--- config.mk ---
export PLATFORM = sky130hd
export DESIGN_NAME = debnc_scan_ctrl
export DESIGN_NICKNAME = d
export VERILOG_FILES = /design/src/rtl/debnc_scan_ctrl.sv
export SDC_FILE = /design/constraint.sdc
export NUM_CORES = 1
export LEC_CHECK = 0
export ABC_CLOCK_PERIOD_IN_PS = 2850
export CAP_MARGIN = 20
export CORE_UTILIZATION = 57
export CTS_BUF_LIST = sky130_fd_sc_hd__clkbuf_16
export CTS_CLUSTER_DIAMETER = 200
export CTS_CLUSTER_SIZE = 16
export DETAILED_ROUTE_END_ITERATION = 12
export GPL_TIMING_DRIVEN = 0
export PLACE_DENSITY = 0.87
export SETUP_SLACK_MARGIN = 0.2
export SLEW_MARGIN = 5
export SYNTH_ARGS = -nofsm -noshare
export SYNTH_HDL_FRONTEND = slang
export SYNTH_SLANG_ARGS = --single-unit
export TNS_END_PERCENT = 20
--- constraint.sdc ---
create_clock -name clk -period 2.85 [get_ports clk]
set_input_delay 0.855 -clock clk [delete_from_list [all_inputs] [get_ports clk]]
set_output_delay 0.855 -clock clk [all_outputs]
set_load 0.02 [all_outputs]
--- src/rtl/debnc_scan_ctrl.sv ---
// debnc_scan_ctrl: multi-channel switch debouncer.
// One shared tick generator paces every channel's debounce FSM; accepted
// edges are parked in a per-channel pending store and serialised through a
// round-robin arbiter onto a single valid/ready event port.
// Optional build macro: DEBNC_EARLY_EN selects the early (leading-edge)
// scheme, where a level change is reported immediately and the following
// N_TICKS ticks act as a lock-out. Without it the level is only accepted
// after N_TICKS consecutive stable ticks.
module debnc_scan_ctrl #(
  parameter int N_SW     = 4,
  parameter int TICK_DIV = 100000,
  parameter int N_TICKS  = 10
) (
  input  logic                    clk,
  input  logic                    rst,
  input  logic [N_SW-1:0]         sw,
  output logic [N_SW-1:0]         db_level,
  output logic                    evt_valid,
  input  logic                    evt_ready,
  output logic [$clog2(N_SW)-1:0] evt_ch,
  output logic                    evt_rise,
  output logic                    evt_ovf
);

  localparam int CH_W  = $clog2(N_SW);
  localparam int TCK_W = $clog2(TICK_DIV);
  localparam int CNT_W = $clog2(N_TICKS + 1);

  typedef enum logic [1:0] {ZERO, WAIT1, ONE, WAIT0} db_state_e;

  logic [N_SW-1:0]  sync_a;
  logic [N_SW-1:0]  sync_b;
  logic [TCK_W-1:0] tick_cnt;
  logic             tick;

  db_state_e        state_q [N_SW];
  db_state_e        state_d [N_SW];
  logic [CNT_W-1:0] cnt_q   [N_SW];
  logic [CNT_W-1:0] cnt_d   [N_SW];

  logic [N_SW-1:0]  level_d;
  logic [N_SW-1:0]  edge_set;
  logic [N_SW-1:0]  edge_pol;

  logic [N_SW-1:0]  pend;
  logic [N_SW-1:0]  pol;
  logic [CH_W-1:0]  rr_ptr;

  logic             load;
  logic             found;
  logic [CH_W-1:0]  grant;
  logic [CH_W-1:0]  idx;
  logic [N_SW-1:0]  grant_oh;

  // Two-flop synchroniser per raw switch bit; the FSMs only ever see sync_b.
  always_ff @(posedge clk or posedge rst) begin
    if (rst) begin
      sync_a <= '0;
      sync_b <= '0;
    end else begin
      sync_a <= sw;
      sync_b <= sync_a;
    end
  end

  // Shared tick prescaler: wraps at TICK_DIV-1, tick is high for that one count.
  assign tick = (tick_cnt == TCK_W'(TICK_DIV - 1));

  always_ff @(posedge clk or posedge rst) begin
    if (rst) begin
      tick_cnt <= '0;
    end else if (tick) begin
      tick_cnt <= '0;
    end else begin
      tick_cnt <= tick_cnt + TCK_W'(1);
    end
  end

  // Debounce FSM state and stability down-counter for every channel.
  always_ff @(posedge clk or posedge rst) begin
    if (rst) begin
      for (int i = 0; i < N_SW; i++) begin
        state_q[i] <= ZERO;
        cnt_q[i]   <= '0;
      end
    end else begin
      for (int i = 0; i < N_SW; i++) begin
        state_q[i] <= state_d[i];
        cnt_q[i]   <= cnt_d[i];
      end
    end
  end

  // Next-state logic: start a stability window on a level change, count ticks.
  always_comb begin
    for (int i = 0; i < N_SW; i++) begin
      state_d[i] = state_q[i];
      cnt_d[i]   = cnt_q[i];
`ifdef DEBNC_EARLY_EN
      unique case (state_q[i])
        ZERO: begin
          if (sync_b[i]) begin
            state_d[i] = WAIT1;
            cnt_d[i]   = CNT_W'(N_TICKS);
          end
        end
        WAIT1: begin
          if (tick) begin
            cnt_d[i] = cnt_q[i] - CNT_W'(1);
            if (cnt_q[i] == CNT_W'(1)) state_d[i] = ONE;
          end
        end
        ONE: begin
          if (!sync_b[i]) begin
            state_d[i] = WAIT0;
            cnt_d[i]   = CNT_W'(N_TICKS);
          end
        end
        WAIT0: begin
          if (tick) begin
            cnt_d[i] = cnt_q[i] - CNT_W'(1);
            if (cnt_q[i] == CNT_W'(1)) state_d[i] = ZERO;
          end
        end
        default: state_d[i] = ZERO;
      endcase
`else
      unique case (state_q[i])
        ZERO: begin
          if (sync_b[i]) begin
            state_d[i] = WAIT1;
            cnt_d[i]   = CNT_W'(N_TICKS);
          end
        end
        WAIT1: begin
          if (!sync_b[i]) begin
            state_d[i] = ZERO;
          end else if (tick) begin
            cnt_d[i] = cnt_q[i] - CNT_W'(1);
            if (cnt_q[i] == CNT_W'(1)) state_d[i] = ONE;
          end
        end
        ONE: begin
          if (!sync_b[i]) begin
            state_d[i] = WAIT0;
            cnt_d[i]   = CNT_W'(N_TICKS);
          end
        end
        WAIT0: begin
          if (sync_b[i]) begin
            state_d[i] = ONE;
          end else if (tick) begin
            cnt_d[i] = cnt_q[i] - CNT_W'(1);
            if (cnt_q[i] == CNT_W'(1)) state_d[i] = ZERO;
          end
        end
        default: state_d[i] = ZERO;
      endcase
`endif
    end
  end

  // Output decode: debounced level of the next state and accepted-edge strobes.
  always_comb begin
    level_d  = '0;
    edge_set = '0;
    edge_pol = '0;
    for (int i = 0; i < N_SW; i++) begin
`ifdef DEBNC_EARLY_EN
      level_d[i] = (state_d[i] == WAIT1) || (state_d[i] == ONE);
      if (state_q[i] == ZERO && state_d[i] == WAIT1) begin
        edge_set[i] = 1'b1;
        edge_pol[i] = 1'b1;
      end
      if (state_q[i] == ONE && state_d[i] == WAIT0) begin
        edge_set[i] = 1'b1;
        edge_pol[i] = 1'b0;
      end
`else
      level_d[i] = (state_d[i] == ONE) || (state_d[i] == WAIT0);
      if (state_q[i] == WAIT1 && state_d[i] == ONE) begin
        edge_set[i] = 1'b1;
        edge_pol[i] = 1'b1;
      end
      if (state_q[i] == WAIT0 && state_d[i] == ZERO) begin
        edge_set[i] = 1'b1;
        edge_pol[i] = 1'b0;
      end
`endif
    end
  end

  // Registered debounced level, aligned with the FSM state register.
  always_ff @(posedge clk or posedge rst) begin
    if (rst) begin
      db_level <= '0;
    end else begin
      db_level <= level_d;
    end
  end

  // Round-robin search for the next pending channel, starting after rr_ptr.
  always_comb begin
    load     = !evt_valid || evt_ready;
    found    = 1'b0;
    grant    = '0;
    idx      = '0;
    grant_oh = '0;
    if (load) begin
      for (int k = 0; k < N_SW; k++) begin
        idx = CH_W'((int'(rr_ptr) + 1 + k) % N_SW);
        if (!found && pend[idx]) begin
          found = 1'b1;
          grant = idx;
        end
      end
    end
    if (found) grant_oh[grant] = 1'b1;
  end

  // Pending store: a new edge always wins over a same-cycle grant; an edge
  // landing on a still-pending, ungranted channel raises the sticky overflow.
  always_ff @(posedge clk or posedge rst) begin
    if (rst) begin
      pend    <= '0;
      pol     <= '0;
      evt_ovf <= 1'b0;
    end else begin
      for (int i = 0; i < N_SW; i++) begin
        if (edge_set[i]) begin
          pend[i] <= 1'b1;
          pol[i]  <= edge_pol[i];
        end else if (grant_oh[i]) begin
          pend[i] <= 1'b0;
        end
      end
      if (|(edge_set & pend & ~grant_oh)) evt_ovf <= 1'b1;
    end
  end

  // Event output register: reloads when empty or on a handshake, else holds.
  always_ff @(posedge clk or posedge rst) begin
    if (rst) begin
      evt_valid <= 1'b0;
      evt_ch    <= '0;
      evt_rise  <= 1'b0;
      rr_ptr    <= CH_W'(N_SW - 1);
    end else if (load) begin
      if (found) begin
        evt_valid <= 1'b1;
        evt_ch    <= grant;
        evt_rise  <= pol[grant];
        rr_ptr    <= grant;
      end else begin
        evt_valid <= 1'b0;
      end
    end
  end

endmodule

==> out/results.md, run 1 <==
Outcome
• status: finished, final reports clean

Final layout
• net total in the final layout: 341
• fraction of final layout cells sized beyond drive strength 1: 0.1182
• total of fill cells in the finished design: 355
• most frequent standard cell in the layout excluding fill and tap cells: dfrtp_1
• number of antenna diodes: 0
• area delta synth->final: 17.97%
• Storage cell area: 0.001604 mm^2
• top library cells by usage in the layout, fill and taps aside: 62 x dfrtp_1, 31 x nand2_1, 25 x nor2_1
• area taken by multi-input logic gates: 0.001423 mm^2
• Final Core Density: 0.7101

STA
• final worst clock skew: 4.112 ps
• Final setup violation count: 0
• final-report max-slew violation count: 0
• final count of hold timing violations: 0
• period utilization: 0.8251
• Worst Tran Pin Value: 733.1 ps
• max_slew headroom: 0.5071
• RSZ-0062 raised after global routing: false
• highest attainable clock frequency: 425.3 MHz
• clock period minus worst slack: 2352 ps
• PnR worst setup slack: 498.4 ps
• worst slack on hold paths: 347.1 ps
• sum of negative setup slack: 0 ps

Clock network
• CTS root buffer: clkbuf_16
• CTS H-Tree Depth: 3
• cells resized by post-CTS repair: 0
• count of buffers added by post-CTS timing repair for setup: 0
• total clock buffers created by CTS: 9
• buffer levels on the longest clock path: 2
• clock latency at the later pin of the worst-skew pair: 330 ps
• CTS Hold Bufs: 0
• Clock transition at path regs: 50 ps
• clock sink total: 64
• CTS tree: yes

Power
• switching power: 0.0004312 W
• Clk network pwr share: 0.522
• internal power contribution: 0.001708 W
• part of the power in combinational logic: 0.032
• part of the power in registers: 0.446
• Pwr Density: 578.8 mW/mm^2
• leakage component of the power: 1.710 nW
• total power consumption of the routed design: 0.002139 W
• VDD IR max: 0.4408 mV
• switching share of total power: 0.2016

Global route
• vias in the first global route: 2270
• pin count of the biggest net entering global routing: 34
• final global-route overflow total: 0
• number of antenna violations at the first check in global routing: 0
• global-route wire length before repair: 10.43 mm
• Global Route Usage Sum: 0.2332

Worst setup path
• crit path buf inv count: 2
• kind of start point of the critical path: register
• Critical Path Fanout Max: 5
• delay-heaviest family, CP: buffers and inverters
• worst endpoint data arrival time: 1500 ps
• CP max stage delay: 590 ps
• worst path required time: 2000 ps
• Crit. End Element: output pin
• CP Cell Sequence: buf_4 -> clkdlybuf4s50_1
• CP max-delay cell: clkdlybuf4s50_1
• WS Path Type: register to output pin

Synthesis
• Post-Syn Instances: 298
• mean cell area of the mapped netlist: 10.51 um^2
• EDFF count, synth: 0
• sequential-to-total area share from yosys stat: 0.5120
• count of unique library cells instantiated by Yosys: 58
• syn_nets: 314
• number of register bits inferred by synthesis: 64
• Top FF cell, synth: dfrtp_1
• count of warnings emitted by yosys: 0
• Cell Area, Synth: 0.003133 mm^2
• share of async-settable or async-resettable flops after synthesis: 1.000

Drt
• first drt pass iteration count: 4
• Residual DRC: 0
• routed vias/inst: 5.770
• Detail Route Antenna Nets: 0
• Total Routed Length: 6.136 mm
• routed length per instance: 15.34 um
• starting DRC count in detailed routing: 138
• total via count in the routed design: 2308

Placement
• Post-Place Worst Slack: 296.1 ps
• HPWL after DPL: 4.076 mm
• total of buffers placed on input and output ports: 15
• routability congestion estimate: 0.7866

Min path
• worst min-delay path category: register to register

Floorplan
• die area: 0.005797 mm^2
• overall die height: 76.14 um
• # IOs: 16
• x dimension of the die: 76.14 um
• Initial Util: 0.6019
• row count: 26
• Core ar.: 0.005205 mm^2

Job
• count of max-cap constraint violations: 0

-- sequential cells by signal (all words and copies together), names as in the netlist --
signal and flops:
state_q 7, evt_ch 2, tick_cnt 17, db_level 1
evt_valid 1, pend 4, sync_b 4, cnt_q 16
pol 4, sync_a 4, rr_ptr 2, evt_ovf 1
evt_rise 1
-- routing by layer --
metal  wire (um)  track usage
met1        2703       0.2951
met4         104       0.1115
met2        3084       0.3745
met3         243      0.06108
met5           0            0
-- final timing paths --
| check | start | end | slack [ps] | depth (start not counted) |
|---|---|---|---|---|
| max in group asynchronous | rst | rr_ptr[0] | 1220 | 3 |
| min | sync_a[0] | sync_b[0] | 350 | 0 |
| min in group asynchronous | rst | sync_b[0] | 960 | 2 |
| max | state_q[3] | db_level[2] | 500 | 2 |
| max reg2reg | tick_cnt[0] | cnt_q[15] | 840 | 7 |
| min reg2reg | sync_a[0] | sync_b[0] | 350 | 0 |
-- per-stage QoR --
step	cell area [um^2]	instances
6_report	3696	400
4_1_cts	3696	400
5_1_grt	3696	400
3_3_place_gp	3371	383
3_5_place_dp	3391	384
2_1_floorplan	3133	298
-- power groups by stage --
stage / Sequential, W / Combinational, W / Clock [W]
finish: 0.000953 / 0.0000685 / 0.00112
global route: 0.000956 / 0.0000791 / 0.00118
CTS: 0.000952 / 0.0000697 / 0.00113
detailed placement: 0.000966 / 0.0000682 / 0
global placement: 0.000965 / 0.0000623 / 0
floorplan: 0.000961 / 0.0000457 / 0
-- layout make-up --
cell class              count  share of cell area
multi-input cells         213              0.3849
flip-flops and latches     64              0.4340
inverters                  14             0.01422
plain buffers               7             0.01456
well taps                  70             0.02370
clock inverters             7             0.02167
repair buffers             16             0.04604
clock buffers               9             0.06093
-- worst register-to-register path: cells and delay by family (launching register included) --
| family | cells | cell delay (ps) |
|---|---|---|
| AOI/OAI and AO/OA | 2 | 230 |
| DFF | 1 | 380 |
| adders and majority gates | 1 | 240 |
| and+or+nand+nor | 4 | 1040 |
-- synth_stat cells (all sizes together), types with 3 or more instances --
library cell / number / area share
dfrtp: 62 / 0.50
nand2: 32 / 0.039
nor2: 27 / 0.036
o21ai: 19 / 0.030
a21oi: 15 / 0.024
inv: 14 / 0.017
nand3: 13 / 0.021
xnor2: 11 / 0.031
xor2: 10 / 0.028
ha: 9 / 0.036
a21o: 8 / 0.019
buf: 7 / 0.017
mux2: 6 / 0.022
nor4: 6 / 0.017
o31ai: 6 / 0.019
and3: 5 / 0.012
and2: 4 / 0.0096
nand4: 4 / 0.013
nor3: 4 / 0.0064
a22o: 3 / 0.0084
mux2i: 3 / 0.0096
nor2b: 3 / 0.0060
-- cell families after synthesis --
kind of cell	after synthesis	share of synthesized area
and+or+nand+nor	113	0.2005
DFF	64	0.5120
AOI/OAI and AO/OA	61	0.1278
xor gates and xnor gates	21	0.05870
buffers and inverters	21	0.03395
muxes	9	0.03115
adders and majority gates	9	0.03594
Power figures use the tool's default switching activity.
==> run 2: changes to the inputs <==
Settings changed: ABC_CLOCK_PERIOD_IN_PS 2850 to 1900, CORE_UTILIZATION 57 to 54.
Clock period 2.85 ns to 1.9 ns, I/O delays scaled along.
==> out/results.md, run 2 (same netlist as run 1, synthesis figures left out) <==
Outcome
• status: finished, final reports clean, unchanged

Drt
• first drt pass iteration count: 6, was 4
• Residual DRC: 0, unchanged
• starting DRC count in detailed routing: 218, was 138
• routed vias/inst: 5.888, was 5.770
• Detail Route Antenna Nets: 0, unchanged
• routed length per instance: 17.73 um, was 15.34 um
• total via count in the routed design: 2532, was 2308
• Total Routed Length: 7.623 mm, was 6.136 mm

Floorplan
• Initial Util: 0.5655, was 0.6019
• row count: 27, was 26
• Core ar.: 0.005540 mm^2, was 0.005205 mm^2
• # IOs: 16, unchanged
• overall die height: 78.17 um, was 76.14 um
• x dimension of the die: 78.17 um, was 76.14 um
• die area: 0.006111 mm^2, was 0.005797 mm^2

STA
• PnR worst setup slack: 22.35 ps, was 498.4 ps
• final-report max-slew violation count: 0, unchanged
• max_slew headroom: 0.4274, was 0.5071
• highest attainable clock frequency: 532.6 MHz
• Final setup violation count: 0, unchanged
• RSZ-0062 raised after global routing: true, was false
• sum of negative setup slack: 0 ps, unchanged
• final count of hold timing violations: 0, unchanged
• clock period minus worst slack: 1878 ps
• Worst Tran Pin Value: 857.1 ps, was 733.1 ps
• period utilization: 0.9882
• final worst clock skew: 5.136 ps, was 4.112 ps

Power
• internal power contribution: 0.002431 W, was 0.001708 W
• VDD IR max: 0.5056 mV, was 0.4408 mV
• leakage component of the power: 1.958 nW, was 1.710 nW
• switching power: 0.0006569 W, was 0.0004312 W
• switching share of total power: 0.2127, was 0.2016
• Clk network pwr share: 0.499, was 0.522
• Pwr Density: 748.6 mW/mm^2, was 578.8 mW/mm^2
• part of the power in registers: 0.463, was 0.446
• part of the power in combinational logic: 0.037, was 0.032

Placement
• routability congestion estimate: 0.8449, was 0.7866
• total of buffers placed on input and output ports: 15, unchanged
• HPWL after DPL: 4.028 mm, was 4.076 mm
• Post-Place Worst Slack: -380.5 ps, was 296.1 ps

Global route
• pin count of the biggest net entering global routing: 40, was 34
• final global-route overflow total: 0, unchanged
• vias in the first global route: 2472, was 2270
• Global Route Usage Sum: 0.2480, was 0.2332
• number of antenna violations at the first check in global routing: 0, unchanged
• global-route wire length before repair: 11.61 mm, was 10.43 mm

Clock network
• total clock buffers created by CTS: 9, unchanged
• buffer levels on the longest clock path: 2, unchanged
• CTS H-Tree Depth: 3, unchanged
• CTS tree: yes, unchanged
• Clock transition at path regs: 50 ps, about the same
• clock sink total: 64, unchanged
• clock latency at the later pin of the worst-skew pair: 330 ps, about the same
• CTS root buffer: clkbuf_16, unchanged

Job
• count of max-cap constraint violations: 0, unchanged

Worst setup path
• CP max stage delay: 420 ps, was 590 ps
• reg2reg path depth: 8, was 7
• CP Cell Sequence: ha_4 -> and4_4 -> and4_4 -> buf_8 -> and3_4 -> inv_1 -> o21ai_1 -> o21ai_1, was buf_4 -> clkdlybuf4s50_1
• launching instance or port of the critical path: tick_cnt[0], was state_q[3]
• worst path required time: 2100 ps, was 2000 ps
• Crit. End Element: register, was output pin
• CP Depth: 8, was 2
• WS Path Type: register to register, was register to output pin
• worst endpoint data arrival time: 2080 ps, was 1500 ps
• kind of start point of the critical path: register, unchanged
• Worst R2R Start: tick_cnt[0], unchanged
• CP max-delay cell: dfrtp_1, was clkdlybuf4s50_1
• Critical Path Fanout Max: 5, unchanged
• reg-to-reg critical path endpoint: pol[3], was cnt_q[15]
• delay-heaviest family, CP: simple AND/OR/NAND/NOR gates, was buffers and inverters
• crit path buf inv count: 2, unchanged
• setup slack on the worst flop-to-flop path: 20 ps, was 840 ps
• destination of the critical timing path: pol[3], was db_level[2]

Final layout
• largest registers: tick_cnt (17), cnt_q (16), state_q (7), unchanged
• top register by number of flip-flops: tick_cnt, unchanged
• Final Core Density: 0.7446, was 0.7101
• Largest register FFs: 17, unchanged
• top library cells by usage in the layout, fill and taps aside: 58 x dfrtp_1, 29 x buf_4, 26 x nand2_1, was 62 x dfrtp_1, 31 x nand2_1, 25 x nor2_1
• net total in the final layout: 369, was 341
• fraction of final layout cells sized beyond drive strength 1: 0.2849, was 0.1182
• area delta synth->final: 31.67%, was 17.97%
• number of antenna diodes: 0, unchanged
• most frequent standard cell in the layout excluding fill and tap cells: dfrtp_1, unchanged

Min path
• worst min-delay path category: register to register, unchanged

==> run 2: changes by cell type in the layout (fill, tap and decap cells not counted), sizes merged, moves of 3 or more <==
cell,delta
clkdlybuf4s50,-9
dlymetal6s2s,+3
buf,+28
dlygate4sd2,+4
==> run 2: worst min path at each step <==
| stage | start | end | cells past startpoint |
|---|---|---|---|
| 2_1_floorplan | sync_a[0] | sync_b[0] | 0 |
| 3_3_place_gp | sync_a[3] | sync_b[3] | 0 |
| 3_5_place_dp | sync_a[1] | sync_b[1] | 0 |
| 4_1_cts | sync_a[1] | sync_b[1] | 0 |
| 5_1_grt | sync_a[0] | sync_b[0] | 0 |
| 6_report | sync_a[1] | sync_b[1] | 0 |
==> run 2: per-stage QoR <==
stage               instance area, um^2  cells  hold WS (ps)  total power, W
floorplan                          3137    298         331.2        0.001511
global placement                   3377    385         332.1        0.001541
detailed placement                 3397    386         334.7        0.001553
CTS                                3899    418         345.6        0.003084
global route                       4125    430         348.7        0.003182
finish                             4125    430         344.9        0.003088
==> run 2: worst register-to-register path: cells and delay by family, from the launching register on <==
family | cells | cell delay (ps)
AND/OR/NAND/NOR | 3 | 730
adder cells (fa/ha/maj) | 1 | 170
flip-flops | 1 | 420
buffers and inverters | 2 | 190
AO/OA/AOI/OAI | 2 | 250
==> run 2: power groups by stage <==
| stage | combinational (W) | clock (W) | sequential, W |
|---|---|---|---|
| 5_1_grt | 0.000129 | 0.00162 | 0.00143 |
| 3_3_place_gp | 0.0000939 | 0 | 0.00145 |
| 3_5_place_dp | 0.000103 | 0 | 0.00145 |
| 4_1_cts | 0.000105 | 0.00155 | 0.00143 |
| 6_report | 0.000116 | 0.00154 | 0.00143 |
| 2_1_floorplan | 0.0000690 | 0 | 0.00144 |
==> run 2: cell type report <==
class,count,area [um^2]
flip-flops and latches,64,1609
clock buffers,9,225.2
multi-input cells,213,1594
plain buffers,7,63.81
well taps,72,90.09
inverters,14,56.30
clock inverters,7,55.05
repair buffers,44,431.7
fillers,337,1415
==> run 2: timing repair <==
item	4_1_cts	5_1_grt
cloned	1	0
buffers inserted	15	12
pin swaps	10	12
hold buffers	0	0
gates resized for setup	26	39
endpoints found under the hold margin	0	0
endpoints found under the setup margin	39	44
==> run 2: per-layer routing <==
| layer | routed length [um] | GRT usage | vias up |
|---|---|---|---|
| met5 | 0 | 0 | - |
| met4 | 265 | 0.1130 | 0 |
| met3 | 304 | 0.05116 | 21 |
| met2 | 3957 | 0.4123 | 72 |
| met1 | 3095 | 0.3117 | 1282 |
| li1 | - | - | 1157 |
==> variant (flow settings as in run 2) <==
One comparison of `tick_cnt` changes from == to >=.
--- a/src/rtl/debnc_scan_ctrl.sv
+++ b/src/rtl/debnc_scan_ctrl.sv
@@ -64,7 +64,7 @@
   end
 
   // Shared tick prescaler: wraps at TICK_DIV-1, tick is high for that one count.
-  assign tick = (tick_cnt == TCK_W'(TICK_DIV - 1));
+  assign tick = (tick_cnt >= TCK_W'(TICK_DIV - 1));
 
   always_ff @(posedge clk or posedge rst) begin
     if (rst) begin
Function: no difference found for any inputs over 4 cycles, from zero or initial values and one cycle with rst high; that may be too few to reach the edited logic, so the function may still have changed.
==> variant against run 2 <==
  * The run now ends with setup timing left
  * Worst setup slack worse by 0.17 ns
  * Wire length down 0.75%
  * Sequential cell count unchanged
  * Count of clock-buffer cells in the layout is the same
  * Clock skew grew 0.0038 ns
  * Critical path type unchanged
  * Maximum frequency is 8.3% lower
  * Synthesized area rose by 0.92%
  * Design area shrank 2.2%
  * Power up 8.2%
==> variant: results (changes against run 2) <==
[run_status]
status = complete, but fails checks  ; was finished clean
violations = setup timing

[cells_and_area]
nNonClkInverters = 15  ; was 14
num-nets-final = 370  ; was 369
multi_input_gates = 218  ; was 213
clkCellAreaFrac_pct = 7.726  ; was 6.794%
stdcell_count = 431  ; was 430
register_area_mm2 = 0.001605  ; was 0.001609 mm2
buf_share_pct = 10.33  ; was 12.01%
buffers_excl_clock = 46  ; was 51
fillCellCount = 346  ; was 337
stdcell_area_mm2 = 0.004033  ; was 0.004125 mm2
drive_gt1_share_pct = 21.45  ; was 28.49%
largestRegisters = tick_cnt: 17 flops, cnt_q: 16 flops  ; was tick_cnt: 17 flops, cnt_q: 16 flops, state_q: 7 flops

[synthesis]
synth_area_leaders = dfrtp_1 (49%), ha_1 (3.6%), nor2_1 (3.4%), xor2_1 (3.3%), nand2_1 (3.2%)  ; was dfrtp_1 (50%), nand2_1 (3.7%), ha_1 (3.6%), xnor2_1 (3.1%), nor2_1 (3.0%)
syn-num-nets = 324  ; was 314
synthCells = 308  ; was 298
synth.distinct_cells = 56  ; was 58
seq_area_frac_synth_pct = 50.73  ; was 51.20%
yosys_warnings = 0  ; unchanged
synth_common_cells = dfrtp_1 (62), nor2_1 (29), nand2_1 (27)  ; was dfrtp_1 (62), nand2_1 (31), nor2_1 (25)
syn_area_mm2 = 0.003162  ; was 0.003133 mm2

[pwr]
p_leak_nw = 1.908  ; was 1.958 nW
p_clk_share_pct = 52.1  ; was 49.9%
comb_power_w = 0.000159  ; was 0.000116 W
intPower_w = 0.002602  ; was 0.002431 W

[global_route]
first_global_vias = 2549  ; was 2472
grt_max_degree = 39  ; was 40
track_usage_pct = 25.62  ; was 24.80%
grt_pass1_wl_mm = 11.88  ; was 11.61 mm

[detailed_routing]
vias_per_cell = 6.035  ; was 5.888
detail_route.wl_per_cell_um = 17.55  ; was 17.73 um

[placed_design]
place_congestion = 0.8268  ; was 0.8449
preCtsSetupSlack_ns = -0.7411  ; was -0.3805 ns
dp_cells = 396  ; was 386
place_area_mm2 = 0.003426  ; was 0.003397 mm2
place_hpwl_mm = 4.234  ; was 4.028 mm

[worst_setup_path]
cp_max_fo = 8  ; was 5
worst_path_largest_cell_delay_ns = 0.40  ; was 0.42 ns

[timing]
final.setup.tns_ns = -2.437  ; was 0 ns
fin_ws_ns = -0.1466  ; was 0.02235 ns
setup_viol = 36  ; was 0
fin_skew_ns = 0.008928  ; was 0.005136 ns
slew_headroom_pct = 44.68  ; was 42.74%

## variant: cell types whose count changed after synthesis, sizes merged, moves of 4 or more
cell	change
or3	+4
a21o	-4
a31oi	+5
nor4	-4
o21ai	-7
nand2	-4
mux2i	+4
and3	+4
## variant: worst max-delay path, delay by kind of cell (launching register included)
family / cells / cell delay (ns)
buf+inv: 2 / 0.29
compound gates: 4 / 0.70
simple gates: 2 / 0.53
flops: 1 / 0.40
## variant: repair_timing
item,CTS,global route
gates cloned,1,0
hold endpoints to repair,0,0
setup buffers,12,6
pin swaps,9,7
resized for setup,37,11
endpoints found under the setup margin,62,51
## variant: metal layers
layer / GRT usage, % / share of wire (%)
met1: 32.28 / 42
met4: 15.74 / 2.9
met2: 40.87 / 51
met3: 4.651 / 4.7
met5: 0 / 0
## variant: worst paths after layout
| path | cells after the start | start | endpoint | slack, ns |
|---|---|---|---|---|
| setup / recovery | 8 | tick_cnt[6]$_DFF_PP0_ | cnt_q[6]$_DFFE_PP0P_ | -0.15 |
| hold / removal | 0 | sync_a[2]$_DFF_PP0_ | sync_b[2]$_DFF_PP0_ | 0.35 |
| setup reg to reg | 8 | tick_cnt[6]$_DFF_PP0_ | cnt_q[6]$_DFFE_PP0P_ | -0.15 |
| hold reg to reg | 0 | sync_a[2]$_DFF_PP0_ | sync_b[2]$_DFF_PP0_ | 0.35 |
| max in group asynchronous | 3 | rst | db_level[2]$_DFF_PP0_ | 0.57 |
| min in group asynchronous | 2 | rst | pend[2]$_DFFE_PP0P_ | 0.74 |
## variant: cells by family after synthesis
group                    Yosys count  synth area share [%]
multiplexers                      10                 3.285
XOR/XNOR                          20                 5.540
adder cells (fa/ha/maj)            9                 3.562
flip-flops                        64                 50.73
AND/OR/NAND/NOR                  113                 18.20
AO/OA/AOI/OAI                     66                 14.68
buffers and inverters             26                 3.996
